===== src/rtl/uart_tx_scheduler_pkg.sv =====
// Shared types and constants for the uart_tx round-robin scheduler.
// Optional CR->CRLF expansion is built when TX_CRLF_EN is defined.
package uart_tx_scheduler_pkg;

  typedef enum logic [2:0] {
    ST_IDLE,
    ST_SEND,
    ST_WAIT,
    ST_GAP
`ifdef TX_CRLF_EN
    , ST_LF
`endif
  } state_e;

  localparam logic [7:0] CHAR_CR = 8'h0D;
  localparam logic [7:0] CHAR_LF = 8'h0A;

  // Tie goes to the port not served last; otherwise the non-empty one.
  function automatic logic pick_port(
    input logic ne0,
    input logic ne1,
    input logic last
  );
    if (ne0 && ne1) return !last;
    return !ne0;
  endfunction

endpackage


===== src/rtl/uart_tx_scheduler_fifo.sv =====
// Small byte FIFO with combinational head; one per requester port.
// Pushes while full are dropped, even in a cycle that also pops.
module byte_fifo #(
  parameter int FIFO_DEPTH = 4,
  parameter int FIFO_AW    = 2
) (
  input  logic       clk,
  input  logic       rst,
  input  logic       push,
  input  logic [7:0] din,
  input  logic       pop,
  output logic [7:0] dout,
  output logic       full,
  output logic       empty
);

  localparam logic [FIFO_AW:0] CNT_FULL =
    (FIFO_AW+1)'(FIFO_DEPTH);

  logic [7:0]         mem_q [FIFO_DEPTH];
  logic [FIFO_AW-1:0] wr_ptr_q, wr_ptr_d;
  logic [FIFO_AW-1:0] rd_ptr_q, rd_ptr_d;
  logic [FIFO_AW:0]   count_q, count_d;
  logic               do_push, do_pop;

  assign full    = (count_q == CNT_FULL);
  assign empty   = (count_q == '0);
  assign do_push = push && !full;
  assign do_pop  = pop && !empty;
  assign dout    = mem_q[rd_ptr_q];

  always_comb begin
    wr_ptr_d = wr_ptr_q;
    rd_ptr_d = rd_ptr_q;
    count_d  = count_q;
    if (do_push) wr_ptr_d = wr_ptr_q + FIFO_AW'(1);
    if (do_pop)  rd_ptr_d = rd_ptr_q + FIFO_AW'(1);
    unique case ({do_push, do_pop})
      2'b10:   count_d = count_q + (FIFO_AW+1)'(1);
      2'b01:   count_d = count_q - (FIFO_AW+1)'(1);
      default: count_d = count_q;
    endcase
  end

  always_ff @(posedge clk) begin
    if (rst) begin
      wr_ptr_q <= '0;
      rd_ptr_q <= '0;
      count_q  <= '0;
    end else begin
      wr_ptr_q <= wr_ptr_d;
      rd_ptr_q <= rd_ptr_d;
      count_q  <= count_d;
    end
  end

  always_ff @(posedge clk) begin
    if (do_push) mem_q[wr_ptr_q] <= din;
  end

endmodule


===== src/rtl/uart_tx_scheduler.sv =====
// Round-robin sharing of one uart_tx between keyboard (port 0) and RX echo (port 1).
// Define TX_CRLF_EN to follow every transmitted CR with an unarbitrated LF.
module uart_tx_scheduler
  import uart_tx_scheduler_pkg::*;
#(
  parameter int FIFO_DEPTH = 4,
  parameter int FIFO_AW    = 2
) (
  input  logic       clk,
  input  logic       rst,
  input  logic       req0_valid,
  input  logic [7:0] req0_data,
  output logic       req0_ready,
  input  logic       req1_valid,
  input  logic [7:0] req1_data,
  output logic       req1_ready,
  input  logic       tx_active,
  input  logic       tx_done,
  output logic       tx_wr,
  output logic [7:0] tx_byte,
  output logic       grant,
  output logic       busy
);

  state_e     state_q, state_d;
  logic       sel_q, sel_d;
  logic       last_q, last_d;
  logic       grant_q, grant_d;
  logic       tx_wr_q, tx_wr_d;
  logic [7:0] tx_byte_q, tx_byte_d;

  logic       pop0, pop1;
  logic       full0, full1;
  logic       empty0, empty1;
  logic [7:0] dout0, dout1;
  logic [7:0] head;

  byte_fifo #(
    .FIFO_DEPTH(FIFO_DEPTH),
    .FIFO_AW   (FIFO_AW)
  ) u_fifo0 (
    .clk  (clk),
    .rst  (rst),
    .push (req0_valid),
    .din  (req0_data),
    .pop  (pop0),
    .dout (dout0),
    .full (full0),
    .empty(empty0)
  );

  byte_fifo #(
    .FIFO_DEPTH(FIFO_DEPTH),
    .FIFO_AW   (FIFO_AW)
  ) u_fifo1 (
    .clk  (clk),
    .rst  (rst),
    .push (req1_valid),
    .din  (req1_data),
    .pop  (pop1),
    .dout (dout1),
    .full (full1),
    .empty(empty1)
  );

  assign head = sel_q ? dout1 : dout0;

  always_comb begin
    state_d   = state_q;
    sel_d     = sel_q;
    last_d    = last_q;
    grant_d   = grant_q;
    tx_wr_d   = 1'b0;
    tx_byte_d = tx_byte_q;
    pop0      = 1'b0;
    pop1      = 1'b0;
    unique case (state_q)
      ST_IDLE: begin
        if (!tx_active && (!empty0 || !empty1)) begin
          sel_d   = pick_port(!empty0, !empty1, last_q);
          state_d = ST_SEND;
        end
      end
      ST_SEND: begin
        tx_wr_d   = 1'b1;
        tx_byte_d = head;
        pop0      = !sel_q;
        pop1      = sel_q;
        grant_d   = sel_q;
        last_d    = sel_q;
        state_d   = ST_WAIT;
      end
      ST_WAIT: begin
        if (tx_done) begin
`ifdef TX_CRLF_EN
          state_d = (tx_byte_q == CHAR_CR) ? ST_LF : ST_GAP;
`else
          state_d = ST_GAP;
`endif
        end
      end
      ST_GAP: state_d = ST_IDLE;
`ifdef TX_CRLF_EN
      // LF rides on the CR's grant; no pop, no arbitration.
      ST_LF: begin
        tx_wr_d   = 1'b1;
        tx_byte_d = CHAR_LF;
        state_d   = ST_WAIT;
      end
`endif
      default: state_d = ST_IDLE;
    endcase
  end

  always_ff @(posedge clk) begin
    if (rst) begin
      state_q   <= ST_IDLE;
      sel_q     <= 1'b0;
      last_q    <= 1'b1;
      grant_q   <= 1'b0;
      tx_wr_q   <= 1'b0;
      tx_byte_q <= 8'h00;
    end else begin
      state_q   <= state_d;
      sel_q     <= sel_d;
      last_q    <= last_d;
      grant_q   <= grant_d;
      tx_wr_q   <= tx_wr_d;
      tx_byte_q <= tx_byte_d;
    end
  end

  assign req0_ready = !full0;
  assign req1_ready = !full1;
  assign tx_wr      = tx_wr_q;
  assign tx_byte    = tx_byte_q;
  assign grant      = grant_q;
  assign busy       = (state_q != ST_IDLE);

endmodule


===== config.mk =====
export PLATFORM = sky130hd
export DESIGN_NAME = uart_tx_scheduler
export DESIGN_NICKNAME = d
export VERILOG_FILES = /design/src/rtl/uart_tx_scheduler_pkg.sv /design/src/rtl/uart_tx_scheduler_fifo.sv /design/src/rtl/uart_tx_scheduler.sv
export SDC_FILE = /design/constraint.sdc
export NUM_CORES = 1
export LEC_CHECK = 0
export BUFFER_PORTS_ARGS = -buffer_cell sky130_fd_sc_hd__buf_2
export CAP_MARGIN = 20
export CORE_MARGIN = 1.5
export CORE_UTILIZATION = 43
export DETAILED_ROUTE_END_ITERATION = 8
export PLACE_DENSITY = 0.64
export SYNTH_ARGS = -nofsm -noshare
export SYNTH_HDL_FRONTEND = slang
export SYNTH_SLANG_ARGS = --single-unit

===== constraint.sdc =====
create_clock -name clk -period 2.11 [get_ports clk]
set_input_delay 0.211 -clock clk [delete_from_list [all_inputs] [get_ports clk]]
set_output_delay 0.211 -clock clk [all_outputs]
set_load 0.03 [all_outputs]

==> run summary <==
### Final layout
- 1280 sq um — footprint of the multi-input gates
- sky130_fd_sc_hd__edfxtp_1 (64), sky130_fd_sc_hd__buf_2 (34), sky130_fd_sc_hd__dfxtp_1 (28) — commonest non-fill, non-tap cells in the layout
- 0 — Antenna Cells
- 4560 sq um — Finished Cell Area
- 51.8% — final core occ
- 374 — nets@finish
- 16.1% — area delta synth->final
- 2570 sq um — FF/Latch Area
- 450 — Cell Count, Final, Fillers Out
- 760 — Layout fillers
- sky130_fd_sc_hd__edfxtp_1 — most common cell after layout, fill and taps aside
- 31.0% — share of layout cells above drive strength 1

### Critical path
- 1 — worst path buffer plus inverter count
- or3b_1 > nand2_1 > ha_2 > inv_2 > fa_2 > xor2_1 > or3_1 > a21oi_2 — critical path, cell by cell
- 2350 ps — CP arrival
- flop — kind of launch point of the worst setup path
- reg -> reg — crit path kind
- 2390 ps — Crit path required time
- 8 — Reg2Reg Depth
- sky130_fd_sc_hd__or3b_1 — cell with the largest stage delay on the worst path
- flop — sort of element at the end of the critical path
- simple AND/OR/NAND/NOR gates — Top Family by Delay on Critical Path
- 2 — Crit Path Max Fanout
- u_fifo1.count_q[0] — worst reg2reg path startpoint
- u_fifo1.count_q[2] — capture instance of the worst register-to-register path
- 390 ps — largest stage delay on the critical path
- 50 ps — register-to-register setup slack

### Clock network
- 100 ps — clock input transition at the sequential cells of the worst setup and hold paths
- sky130_fd_sc_hd__clkbuf_8 — root buffer cell
- 9 — CTS Buf Count
- 0 — hold bufs inserted after CTS
- 3 — number of levels the H-tree was split into
- 360 ps — Clock Latency Late Sink
- built — CTS tree
- 96 — Sinks on Clock Net
- 2 — worst-case clock buffer depth

### Yosys
- 3930 sq um — area of the mapped netlist
- 282 — Synth Instances
- 40 — number of library cell types mapped by synthesis
- 64 — EDFF count, synth
- 319 — Post-Synthesis Net Count
- 0% — async set-or-reset flop fraction in the synthesized netlist
- sky130_fd_sc_hd__edfxtp_1 — top_reg_cell synth
- 65.2% — sequential cell area fraction in the yosys report
- 13.9 sq um — post-synthesis area per instance
- 96 — post-synthesis register bit count
- 0 — warning count from the yosys run

### STA
- 97.8% — final clock period utilization by the worst path
- yes — RSZ-0062 raised after global routing
- 587 ps — transition at the pin with the smallest max-transition slack
- 46.6 ps — slack of the critical path
- 2060 ps — Min Clock Period, post-route
- 0 — count of final max-slew check failures
- 0 — Final Hold Vio Count
- 8.61 ps — final setup skew
- 60.9% — Max transition margin
- 0 — total of endpoints with negative setup slack in the final report
- 485 MHz — max frequency
- 0 ps — setup TNS after final layout

### GRT
- 2,429 — number of global-route vias before repair
- 1 — initial antenna violation count
- 11.2 mm — first-pass GRT wire length
- 15.3% — GRT Overall Usage
- 27.1% — met2 routing resource usage after global routing
- 17.4% — met1 track demand over resource in global routing
- 32 — pin count of the biggest net entering global routing
- 0 — total grt overflow
- 4.47% — met3 Track Usage GR
- met2 — gr busiest metal

### Floorplan
- 98.6 um — Die X-Extent
- 35 — top-level port count
- 98.6 um — Die Height
- 34 — count of standard-cell rows
- 9720 sq um — Die Area
- 44.6% — initial core utilization
- 8810 sq um — core area

### Worst hold path
- req0_data[7] — worst hold path startpoint
- in -> reg — worst hold path type
- 1 — worst hold path cell count
- u_fifo0.mem_q[1][7] — Hold EP

### Detailed routing
- 7.05 mm — overall routed net length
- 79 — number of DRC markers after the initial detailed-route iteration
- 0 — Routed Antenna Nets
- 5.22 — Avg Vias per Cell
- 6 — DR pass1 iterations
- 2,350 — via total after detailed routing
- 0 — drt drc
- 15.7 um — Routed wire per std cell

### Power and ir drop
- 971 nW/um^2 — power density over the cells
- 1.66 nW — Static Leakage
- 0.000485 V — maximum vdd drop

### Job
- 0 — total of max-cap violations

### Placement
- 4.72 mm — post-detail-place hpwl
- 425 — post-placement cell count
- 4290 sq um — cell area reported after detailed placement
- 0.769 — Final Wtd Congestion
- 7.57 ps — Worst Setup Slack post-DPL
- 34 — Port Buf Inserts

### Run status
- finished clean — outcome

cell usage after synthesis, drive strengths merged (2+ instances only):
| cell type | count | area [sq um] |
|---|---|---|
| mux4 | 8 | 180 |
| mux2i | 4 | 40.0 |
| buf | 8 | 38.8 |
| a21o | 4 | 30.0 |
| nand2b | 4 | 25.0 |
| xor2 | 4 | 35.0 |
| nand2 | 21 | 78.8 |
| inv | 16 | 60.1 |
| clkbuf | 3 | 11.3 |
| a41oi | 3 | 26.3 |
| nor2 | 10 | 37.5 |
| a31oi | 4 | 25.0 |
| ha | 13 | 163 |
| nor3 | 2 | 15.0 |
| a22oi | 4 | 30.0 |
| nor2b | 3 | 18.8 |
| or3b | 2 | 17.5 |
| and3 | 8 | 50.1 |
| fa | 2 | 40.0 |
| edfxtp | 64 | 1920 |
| nand3 | 7 | 35.0 |
| o21ai | 5 | 25.0 |
| a21oi | 18 | 90.1 |
| or3 | 8 | 50.1 |
| dfxtp | 32 | 641 |
| and2 | 2 | 12.5 |
| mux2 | 13 | 146 |
flip-flops by register name, summed over array words and instances (netlist names), 2 cells and up, named ones only:
signal,cells
u_fifo1.count_q,3
state_q,2
u_fifo1.mem_q,32
u_fifo1.rd_ptr_q,2
tx_byte,8
u_fifo0.count_q,3
u_fifo1.wr_ptr_q,2
u_fifo0.wr_ptr_q,2
u_fifo0.mem_q,32
u_fifo0.rd_ptr_q,2
cell type report:
| class | instances | share of cell area [%] |
|---|---|---|
| Clock buffer | 9 | 2.72 |
| Clock inverter | 7 | 1.37 |
| Inverter | 17 | 1.40 |
| Multi-Input combinational cell | 158 | 28.0 |
| Sequential cell | 96 | 56.3 |
| Tap cell | 108 | 2.96 |
| Timing Repair Buffer | 55 | 7.19 |
power breakdown:
| group | switching (mW) | internal (mW) | leakage (nW) |
|---|---|---|---|
| combinational | 0.596 | 0.410 | 0.718 |
| clock | 0.668 | 0.453 | 0.0927 |
| sequential | 0.101 | 2.20 | 0.850 |
| total | 1.36 | 3.06 | 1.66 |
kinds of logic (layout without fill, tap and decap cells):
family          Yosys count  after routing  synth area share [%]
xor+xnor                  4              4                 0.892
flops                    96             96                  65.2
simple gates             70             70                  9.40
mux                      25             25                  9.33
fa+ha+maj                15             15                  5.16
compound gates           44             44                  7.07
buf+inv                  28             88                  2.90
stage by stage:
| stage | hold WS (ps) | total power, mW |
|---|---|---|
| finish | 58.1 | 4.42 |
| detailed placement | 428 | 3.32 |
| CTS | 48.6 | 4.44 |
| global placement | 427 | 3.30 |
| floorplan | 310 | 3.01 |
| global route | 51.9 | 4.64 |
timing repair:
| action | CTS | global route |
|---|---|---|
| setup endpoints to repair | 1 | 2 |
| resized for setup | 2 | 4 |
| pin swaps | 0 | 2 |
| buffers inserted | 7 | 2 |
routing by layer:
metal	vias to the layer above	routed length, um
met3	5	279
met1	1151	3070
met4	0	95
met5	-	0
met2	41	3600
li1	1153	-
worst max-delay path by stage:
| stage | startpoint | end | slack (ps) | cells past startpoint |
|---|---|---|---|---|
| after global placement | state_q[1] | u_fifo1.count_q[2] | 70 | 10 |
| after CTS | state_q[1] | u_fifo1.count_q[2] | 0.6 | 10 |
| final | u_fifo1.count_q[0] | u_fifo1.count_q[2] | 50 | 8 |
| after floorplan | u_fifo1.count_q[0] | u_fifo1.count_q[2] | -40 | 9 |
| after detailed placement | state_q[1] | u_fifo1.count_q[2] | 8 | 10 |
| after global routing | u_fifo0.count_q[2] | u_fifo0.count_q[2] | -50 | 8 |
(Power assumes the default switching activity.)
